## src/rtl/sync_parallel_counter_pkg.sv

```systemverilog
// Shared definitions for the synchronous parallel up/down counter:
// update-mode encoding and default parameter values.
package sync_parallel_counter_pkg;

    typedef enum logic [1:0] {
        HOLD = 2'd0,
        LOAD = 2'd1,
        INC  = 2'd2,
        DEC  = 2'd3
    } update_mode_t;

    localparam int DEFAULT_SIZE       = 4;
    localparam int DEFAULT_INIT_VALUE = 0;

endpackage

```

## src/rtl/sync_parallel_counter_next.sv

```systemverilog
// Combinational next-state and wrap detection for sync_parallel_counter.
// Wrap-detect outputs exist only when SYNC_PARALLEL_COUNTER_FLAGS_EN is defined.
module sync_parallel_counter_next
    import sync_parallel_counter_pkg::*;
#(
    parameter int size = DEFAULT_SIZE
) (
    input  logic [size-1:0] value,
    input  logic            load,
    input  logic [size-1:0] load_value,
    input  logic            inc_enable,
    input  logic            dec_enable,
`ifdef SYNC_PARALLEL_COUNTER_FLAGS_EN
    output logic            wrap_up_next,
    output logic            wrap_down_next,
`endif
    output logic [size-1:0] value_next
);

    update_mode_t mode;

    // Load wins; opposing inc/dec requests cancel to a hold.
    always_comb begin
        mode = HOLD;
        if (load)
            mode = LOAD;
        else if (inc_enable && !dec_enable)
            mode = INC;
        else if (dec_enable && !inc_enable)
            mode = DEC;
    end

    always_comb begin
        value_next = value;
        case (mode)
            LOAD:    value_next = load_value;
            INC:     value_next = value + size'(1);
            DEC:     value_next = value - size'(1);
            default: value_next = value;
        endcase
    end

`ifdef SYNC_PARALLEL_COUNTER_FLAGS_EN
    assign wrap_up_next   = (mode == INC) && (value == {size{1'b1}});
    assign wrap_down_next = (mode == DEC) && (value == '0);
`endif

endmodule

```

## src/rtl/sync_parallel_counter.sv

```systemverilog
// Synchronous parallel up/down counter with load; state and flag registers only.
// Define SYNC_PARALLEL_COUNTER_FLAGS_EN to add registered wrap_up/wrap_down outputs.
module sync_parallel_counter
    import sync_parallel_counter_pkg::*;
#(
    parameter int size       = DEFAULT_SIZE,
    parameter int init_value = DEFAULT_INIT_VALUE
) (
    input  logic            clock,
    input  logic            reset,
    input  logic            load,
    input  logic [size-1:0] load_value,
    input  logic            inc_enable,
    input  logic            dec_enable,
`ifdef SYNC_PARALLEL_COUNTER_FLAGS_EN
    output logic            wrap_up,
    output logic            wrap_down,
`endif
    output logic [size-1:0] value
);

    localparam logic [size-1:0] INIT = size'(init_value);

    logic [size-1:0] value_reg;
    logic [size-1:0] value_next;

`ifdef SYNC_PARALLEL_COUNTER_FLAGS_EN
    logic wrap_up_reg;
    logic wrap_down_reg;
    logic wrap_up_next;
    logic wrap_down_next;
`endif

    sync_parallel_counter_next #(
        .size(size)
    ) u_next (
        .value          (value_reg),
        .load           (load),
        .load_value     (load_value),
        .inc_enable     (inc_enable),
        .dec_enable     (dec_enable),
`ifdef SYNC_PARALLEL_COUNTER_FLAGS_EN
        .wrap_up_next   (wrap_up_next),
        .wrap_down_next (wrap_down_next),
`endif
        .value_next     (value_next)
    );

    always_ff @(posedge clock or posedge reset) begin
        if (reset)
            value_reg <= INIT;
        else
            value_reg <= value_next;
    end

    assign value = value_reg;

`ifdef SYNC_PARALLEL_COUNTER_FLAGS_EN
    // Flags are one-cycle pulses describing the edge that just happened.
    always_ff @(posedge clock or posedge reset) begin
        if (reset) begin
            wrap_up_reg   <= 1'b0;
            wrap_down_reg <= 1'b0;
        end else begin
            wrap_up_reg   <= wrap_up_next;
            wrap_down_reg <= wrap_down_next;
        end
    end

    assign wrap_up   = wrap_up_reg;
    assign wrap_down = wrap_down_reg;
`endif

endmodule

```

## config.mk

```make
export PLATFORM = sky130hd
export DESIGN_NAME = sync_parallel_counter
export DESIGN_NICKNAME = d
export VERILOG_FILES = /design/src/rtl/sync_parallel_counter_pkg.sv /design/src/rtl/sync_parallel_counter_next.sv /design/src/rtl/sync_parallel_counter.sv
export SDC_FILE = /design/constraint.sdc
export NUM_CORES = 1
export LEC_CHECK = 0
export ABC_AREA = 1
export ABC_CLOCK_PERIOD_IN_PS = 3500
export CORE_AREA = 3 3 40 42
export CTS_CLUSTER_DIAMETER = 120
export DETAILED_ROUTE_END_ITERATION = 16
export DIE_AREA = 0 0 43 45
export GPL_ROUTABILITY_DRIVEN = 0
export HOLD_SLACK_MARGIN = 0.1
export PLACE_DENSITY = 0.49
export SYNTH_ARGS = -nofsm -noshare
export SYNTH_HDL_FRONTEND = slang
export SYNTH_HIERARCHICAL = 1
export SYNTH_SLANG_ARGS = --single-unit
```

## constraint.sdc

```tcl
create_clock -name clock -period 3.5 [get_ports clock]
set_input_delay 0.7 -clock clock [delete_from_list [all_inputs] [get_ports clock]]
set_output_delay 0.7 -clock clock [all_outputs]
set_load 0.005 [all_outputs]
```

==> results.txt <==
The worst setup path is captured at a flop. The y dimension of the die is roughly 45 um. Synthesis handed over a netlist of 54 instances. The via count of the first global-routing pass is 317. In this run the clock root is driven by a sky130_fd_sc_hd__clkbuf_4. The critical path class is in2reg. The classification of the worst-slack hold path is reg2reg. The worst setup slack before clock tree synthesis is 775.0 ps. The fraction of layout cells with a size suffix above 1 is 11.59%.

The global-route wire length before repair came out at about 1.4 mm. The number of buffers inserted by port buffering came out at 12. The CTS tree is done.

The detailed-routing iteration count for the pre-antenna-repair pass came out at 4. The number of distinct library cells after synthesis is 14. The maximum net fanout on the critical path is 8.

The number of buffers created by CTS came out at 3. The maximum vdd drop came out at between 0.0002 and 0.00025 V. The area of the die came out at 1935 um2. The flip-flop and latch count after synthesis is 4. The CTS clock-pin slew for the worst setup and hold paths is 30 ps. The post-detailed-route wirelength per cell is ~9.3 um. The via density per instance came out at approximately 4.3. The maximum buffer depth of the clock tree came out at 2.

For this run the aggregate overflow at the end of global routing stands at 0. The placed wire-length estimate came out at approximately 660 um. Setup repair after global routing left no endpoint under its margin. Among all flip-flop cells after synthesis, the most frequent one is sky130_fd_sc_hd__dfrtp_1.

The deepest level of the CTS H-tree is 1. The total DRC errors in the routed layout came out at 0. From left edge to right edge, the die measures between 40 and 50 um. The number of enable-type register cells in the synthesized netlist is 0. The tool flagged a number of max-cap violations equal to 0.

The portion of the post-synthesis area used by sequential elements is between 20% and 30%. The required time at the endpoint of the critical path is 3610 ps. Data on the critical path arrives at its endpoint at 2590 ps. The share of the clock period used by the worst path after layout is 70.65%. The total count of max-transition violations in the final report came out at 0.

The library cell used most frequently in the layout, excluding fill and tap cells, is sky130_fd_sc_hd__inv_1. The maximum operating frequency is a little over 0.4 GHz. The top-level I/O count came out at 13. In the layout the commonest cells are sky130_fd_sc_hd__inv_1 (16), sky130_fd_sc_hd__clkdlybuf4s50_1 (12), sky130_fd_sc_hd__nand2_1 (12). The power density over the cells is ~340 nW/um2. The starting density of the core came out at between 20% and 30%. The floorplan core area came out at between 1000 and 1500 um2. The count of hold buffers inserted by post-cts repair came out at 0.

In this run, the number of DRC markers left after iteration 0 of detailed routing was 6. The total of endpoints with negative setup slack in the final report is 0. The diode insertion count for antenna repair came out at 0. The clock insertion delay at the later pin of the skew report came out at ~230 ps. The tightest slew margin relative to the limit is about four fifths.

The number of placement rows came out at 13. The run finished with clean final reports. The post-synthesis net count is 66.

The final hold violation count is 0. The total detailed-routing wirelength is roughly 780 um. The minimum clock period after layout came out at roughly 2500 ps. The area overhead of the layout relative to synthesis came out at 44.33%. The number of nets with antenna violations after routing is 0.

The cell area that synthesis handed to floorplanning was between 300 and 400 um2. The number of sinks handled by clock tree synthesis came out at 4. The fraction of synthesis flops using an asynchronous set or reset pin is 100.0%. The post-layout worst setup margin came out at between 1000 and 1500 ps. The overall power came out at approximately 0.18 mW. The all-layer global routing usage is under 10%. STA classifies the critical path startpoint as an input port. The buffer count from post-CTS setup fixing is 0. The maximum number of pins on one net before global-route repair came out at 9. The count of warnings emitted by yosys is 6.

The number of gates resized after CTS is 0. The worst clock skew on the final layout came out at approximately 1 ps. The transition time of the tightest slew-check pin is ~300 ps. On the final layout, the worst hold slack is ~600 ps. The synthesized area per cell came out at 6.743 um2. The net count of the finished layout is 83. Detailed routing inserted a total of 364 vias. The flip-flop count of the largest register, all copies and words added is 4. The setup TNS is 0 ps. The leakage power figure came out at 0.2820 nW. The number of antenna violations at the first check in global routing came to 0.
==> final timing paths <==
path                            start  endpoint  slack [ps]  cells past startpoint
min reg2reg                  value[2]  value[2]         600                      2
max reg2reg                  value[1]  value[1]        2190                      7
min                          value[2]  value[2]         600                      2
min in group asynchronous       reset  value[3]         650                      2
max in group asynchronous       reset  value[2]        2700                      2
max                        inc_enable  value[3]        1030                     13
==> layer usage <==
layer | track usage [%] | share of wire (%) | up-vias | wire (um)
li1 | - | - | 200 | -
met1 | 13.11 | 50 | 153 | 390
met2 | 13.47 | 45 | 11 | 350
met3 | 2.390 | 4.9 | 0 | 38
met4 | 7.229 | 0 | 0 | 0
met5 | 0 | 0 | - | 0
==> power by group <==
group | internal [mW] | leakage (nW) | switching [mW] | total [mW]
clock | 0.0381 | 0.0138 | 0.0155 | 0.0536
combinational | 0.0352 | 0.219 | 0.0316 | 0.0668
sequential | 0.0532 | 0.0488 | 0.00659 | 0.0597
==> cells by family (layout without fill, tap and decap cells) <==
| kind of cell | after synthesis | after routing | synth area share, % |
|---|---|---|---|
| compound gates | 7 | 7 | 11.68 |
| fa+ha+maj | 3 | 3 | 10.31 |
| buf+inv | 16 | 31 | 16.50 |
| flops | 4 | 4 | 27.49 |
| simple gates | 24 | 24 | 34.02 |
==> synthesized netlist by cell type, types with 2 or more instances <==
cell                       n  area (um2)
sky130_fd_sc_hd__nand3_1   5       25.02
sky130_fd_sc_hd__ha_1      3       37.54
sky130_fd_sc_hd__nand3_2   2       20.02
sky130_fd_sc_hd__inv_1    16       60.06
sky130_fd_sc_hd__a22oi_1   2       15.01
sky130_fd_sc_hd__nand2_1  12       45.04
sky130_fd_sc_hd__dfrtp_1   4       100.1
sky130_fd_sc_hd__nand2_2   2       12.51
sky130_fd_sc_hd__o21ai_0   3       15.01
==> metrics by stage <==
step	cell area, um2	instances	util (%)
6_report	525.5	84	40.90
2_1_floorplan	364.1	54	-
3_3_place_gp	503.0	81	39.14
4_1_cts	525.5	84	40.90
3_5_place_dp	503.0	81	39.14
5_1_grt	525.5	84	40.90
==> area by class of cell <==
type | instances | area, um2
Clock buffer | 3 | 22.52
Fill cell | 156 | 759.5
Inverter | 16 | 60.06
Multi-Input combinational cell | 34 | 203.9
Sequential cell | 4 | 100.1
Tap cell | 15 | 18.77
Timing Repair Buffer | 12 | 120.1
==> critical path, cell delays in order <==
cell	delay, ps
sky130_fd_sc_hd__clkdlybuf4s50_1	450
sky130_fd_sc_hd__inv_1	40
sky130_fd_sc_hd__ha_1	330
sky130_fd_sc_hd__nor2_4	230
sky130_fd_sc_hd__nand2_2	110
sky130_fd_sc_hd__inv_1	70
sky130_fd_sc_hd__ha_1	240
sky130_fd_sc_hd__nand4_1	100
sky130_fd_sc_hd__nand2_1	50
sky130_fd_sc_hd__inv_1	60
sky130_fd_sc_hd__nand3_1	60
sky130_fd_sc_hd__nand3_1	90
sky130_fd_sc_hd__nand2_1	60
(Power assumes the default switching activity.)
==> patch: new RTL, same flow settings <==
Add a define of `SYNC_PARALLEL_COUNTER_FLAGS_EN`.
--- a/src/rtl/sync_parallel_counter_next.sv
+++ b/src/rtl/sync_parallel_counter_next.sv
@@ -1,5 +1,7 @@
 // Combinational next-state and wrap detection for sync_parallel_counter.
 // Wrap-detect outputs exist only when SYNC_PARALLEL_COUNTER_FLAGS_EN is defined.
+`define SYNC_PARALLEL_COUNTER_FLAGS_EN
+
 module sync_parallel_counter_next
     import sync_parallel_counter_pkg::*;
 #(
Behaviour (old outputs only; new: wrap_down and wrap_up): unchanged (Yosys induction, for registers that start in step).
==> patch against the original RTL <==
First-iteration DRC count up 50%; via count rose by 13%; power rose by 23%; highest routed layer is now met4; sequential cell count grew 2; routed wire length up 18%; critical path type unchanged; sequential share of layout area is 6.0 points higher; largest cell class unchanged; final area increased by 14%; synthesized area increased by 15%; critical path depth unchanged; worst setup slack lost 14 ps.
==> patch: results (changes against the original RTL) <==
stage,metric,value,unit,change
outcome,status,finished clean,,unchanged
clock_network,cts_setup_buffers,0,,unchanged
logic_synthesis,ys_warn_count,6,,unchanged
layout,fin_nets,87,,was 83
clock_network,cts_htree_levels,1,,unchanged
critical_path,cp_data_arrival_time,2610,ps,was 2590 ps
clock_network,clk_path_buf_depth,2,,unchanged
global_route,grt_pass1_wl,1560,um,was 1360 um
layout,n_fill_cell,138,,was 156
global_route,grt_max_degree,11,,was 9
detailed_routing,dr.first_iter.drc_count,9,,was 6
logic_synthesis,synthTopCellsByArea,"dfrtp_1, nand2_1, inv_1",,"was dfrtp_1, inv_1, nand2_1"
logic_synthesis,seq_area_frac_synth,35.9,%,was 27.5%
placement,io_buffers,14,,was 12
critical_path,cpMaxStageDelayCell,clkdlybuf4s50_1,,unchanged
critical_path,worstPathMaxFanout,10,,was 8
global_route,grt_use_met2,16.8,%,was 13.5%
power,peakVddDrop,312,uV,was 239 uV
sta,slew_headroom,70.6,%,was 80.4%
layout,largest_register_ffs,4,,unchanged
clock_network,cts_made_buffers,3,,unchanged
global_route,use_met3,6.37,%,was 2.39%
logic_synthesis,ys_async_sr_fraction,100,%,unchanged
clock_network,clockRootBuffer,clkbuf_4,,unchanged
power,p_leak,0.311,nW,was 0.282 nW
clock_network,clock_latency,240,ps,
logic_synthesis,synth_cells,56,,was 54
detailed_routing,dr.pass1.iters,4,,unchanged
placement,placed_cells,85,,was 81
global_route,use_met1,13.7,%,was 13.1%
sta,skew,7.46,ps,was 1.02 ps
layout,fin_cells,88,,was 84
layout,layout-drive-gt1-share,11.0,%,was 11.6%
logic_synthesis,synthTopCellsByCount,"nand2_1, inv_1, dfrtp_1, nand3_1, ha_1",,"was inv_1, nand2_1, nand3_1"
placement,place_hpwl,725,um,was 663 um
clock_network,clk_pin_slew,50,ps,was 30 ps
detailed_routing,wl,923,um,was 779 um
power,swShare,30.9,%,was 29.8%
logic_synthesis,synthesis.nets,68,,was 66
detailed_routing,via_per_inst,4.66,,was 4.33
global_route,grt_pass1_vias,349,,was 317
layout,n_antenna_cell,0,,unchanged
global_route,grtUsageTotal,11.5,%,was 9.77%
[patch: path summary, 6_finish.rpt]
kind,startpoint,end,slack [ps],cells after the start
max in group asynchronous,reset,value[1]$_DFF_PP0_,2640,2
worst min-delay path,value[2]$_DFF_PP0_,wrap_down$_DFF_PP0_,540,1
worst max-delay path,inc_enable,value[3]$_DFF_PP0_,1010,13
worst max register to register,value[1]$_DFF_PP0_,value[2]$_DFF_PP0_,2100,9
worst min register to register,value[2]$_DFF_PP0_,wrap_down$_DFF_PP0_,540,1
min in group asynchronous,reset,wrap_down$_DFF_PP0_,670,2
[patch: per-stage QoR]
step / area (um2) / setup WS, ps
finish: 599 / 1010
CTS: 599 / 974
detailed placement: 577 / 723
floorplan: 418 / 1370
global placement: 577 / 725
global route: 599 / 810
[patch: logic make-up after synthesis]
family	Yosys count	synth area share, %
AO/OA/AOI/OAI	4	6.59
buffers and inverters	12	10.8
AND/OR/NAND/NOR	31	37.7
flip-flops	6	35.9
adder cells (fa/ha/maj)	3	8.98
[patch: final cells by class]
class / count / area, um2 / area share [%]
timing repair buffer: 14 / 140 / 23.4
tap: 15 / 18.8 / 3.13
inverter: 12 / 45.0 / 7.52
sequential: 6 / 150 / 25.1
multi-input combinational: 38 / 223 / 37.2
clock buffer: 3 / 22.5 / 3.76
[patch: worst reg2reg max path, stage by stage, from the launching register on]
cell,delay (ps)
dfrtp_1,470
nand3_2,140
nand2_1,90
inv_1,50
ha_1,170
inv_1,50
nand2_1,50
a21boi_0,130
o21ai_0,100
nand3_1,80
[patch: layer usage]
layer	wire length, um	vias to the layer above
li1	-	222
met1	421	165
met2	402	21
met3	84	2
met4	14	0
met5	0	-
[patch: power groups by stage]
stage | clock network, mW | logic, mW | registers [mW]
floorplan | 0 | 0.0377 | 0.0875
global placement | 0 | 0.0710 | 0.0900
detailed placement | 0 | 0.0704 | 0.0900
CTS | 0.0650 | 0.0709 | 0.0890
global route | 0.0734 | 0.0801 | 0.0913
finish | 0.0622 | 0.0697 | 0.0889
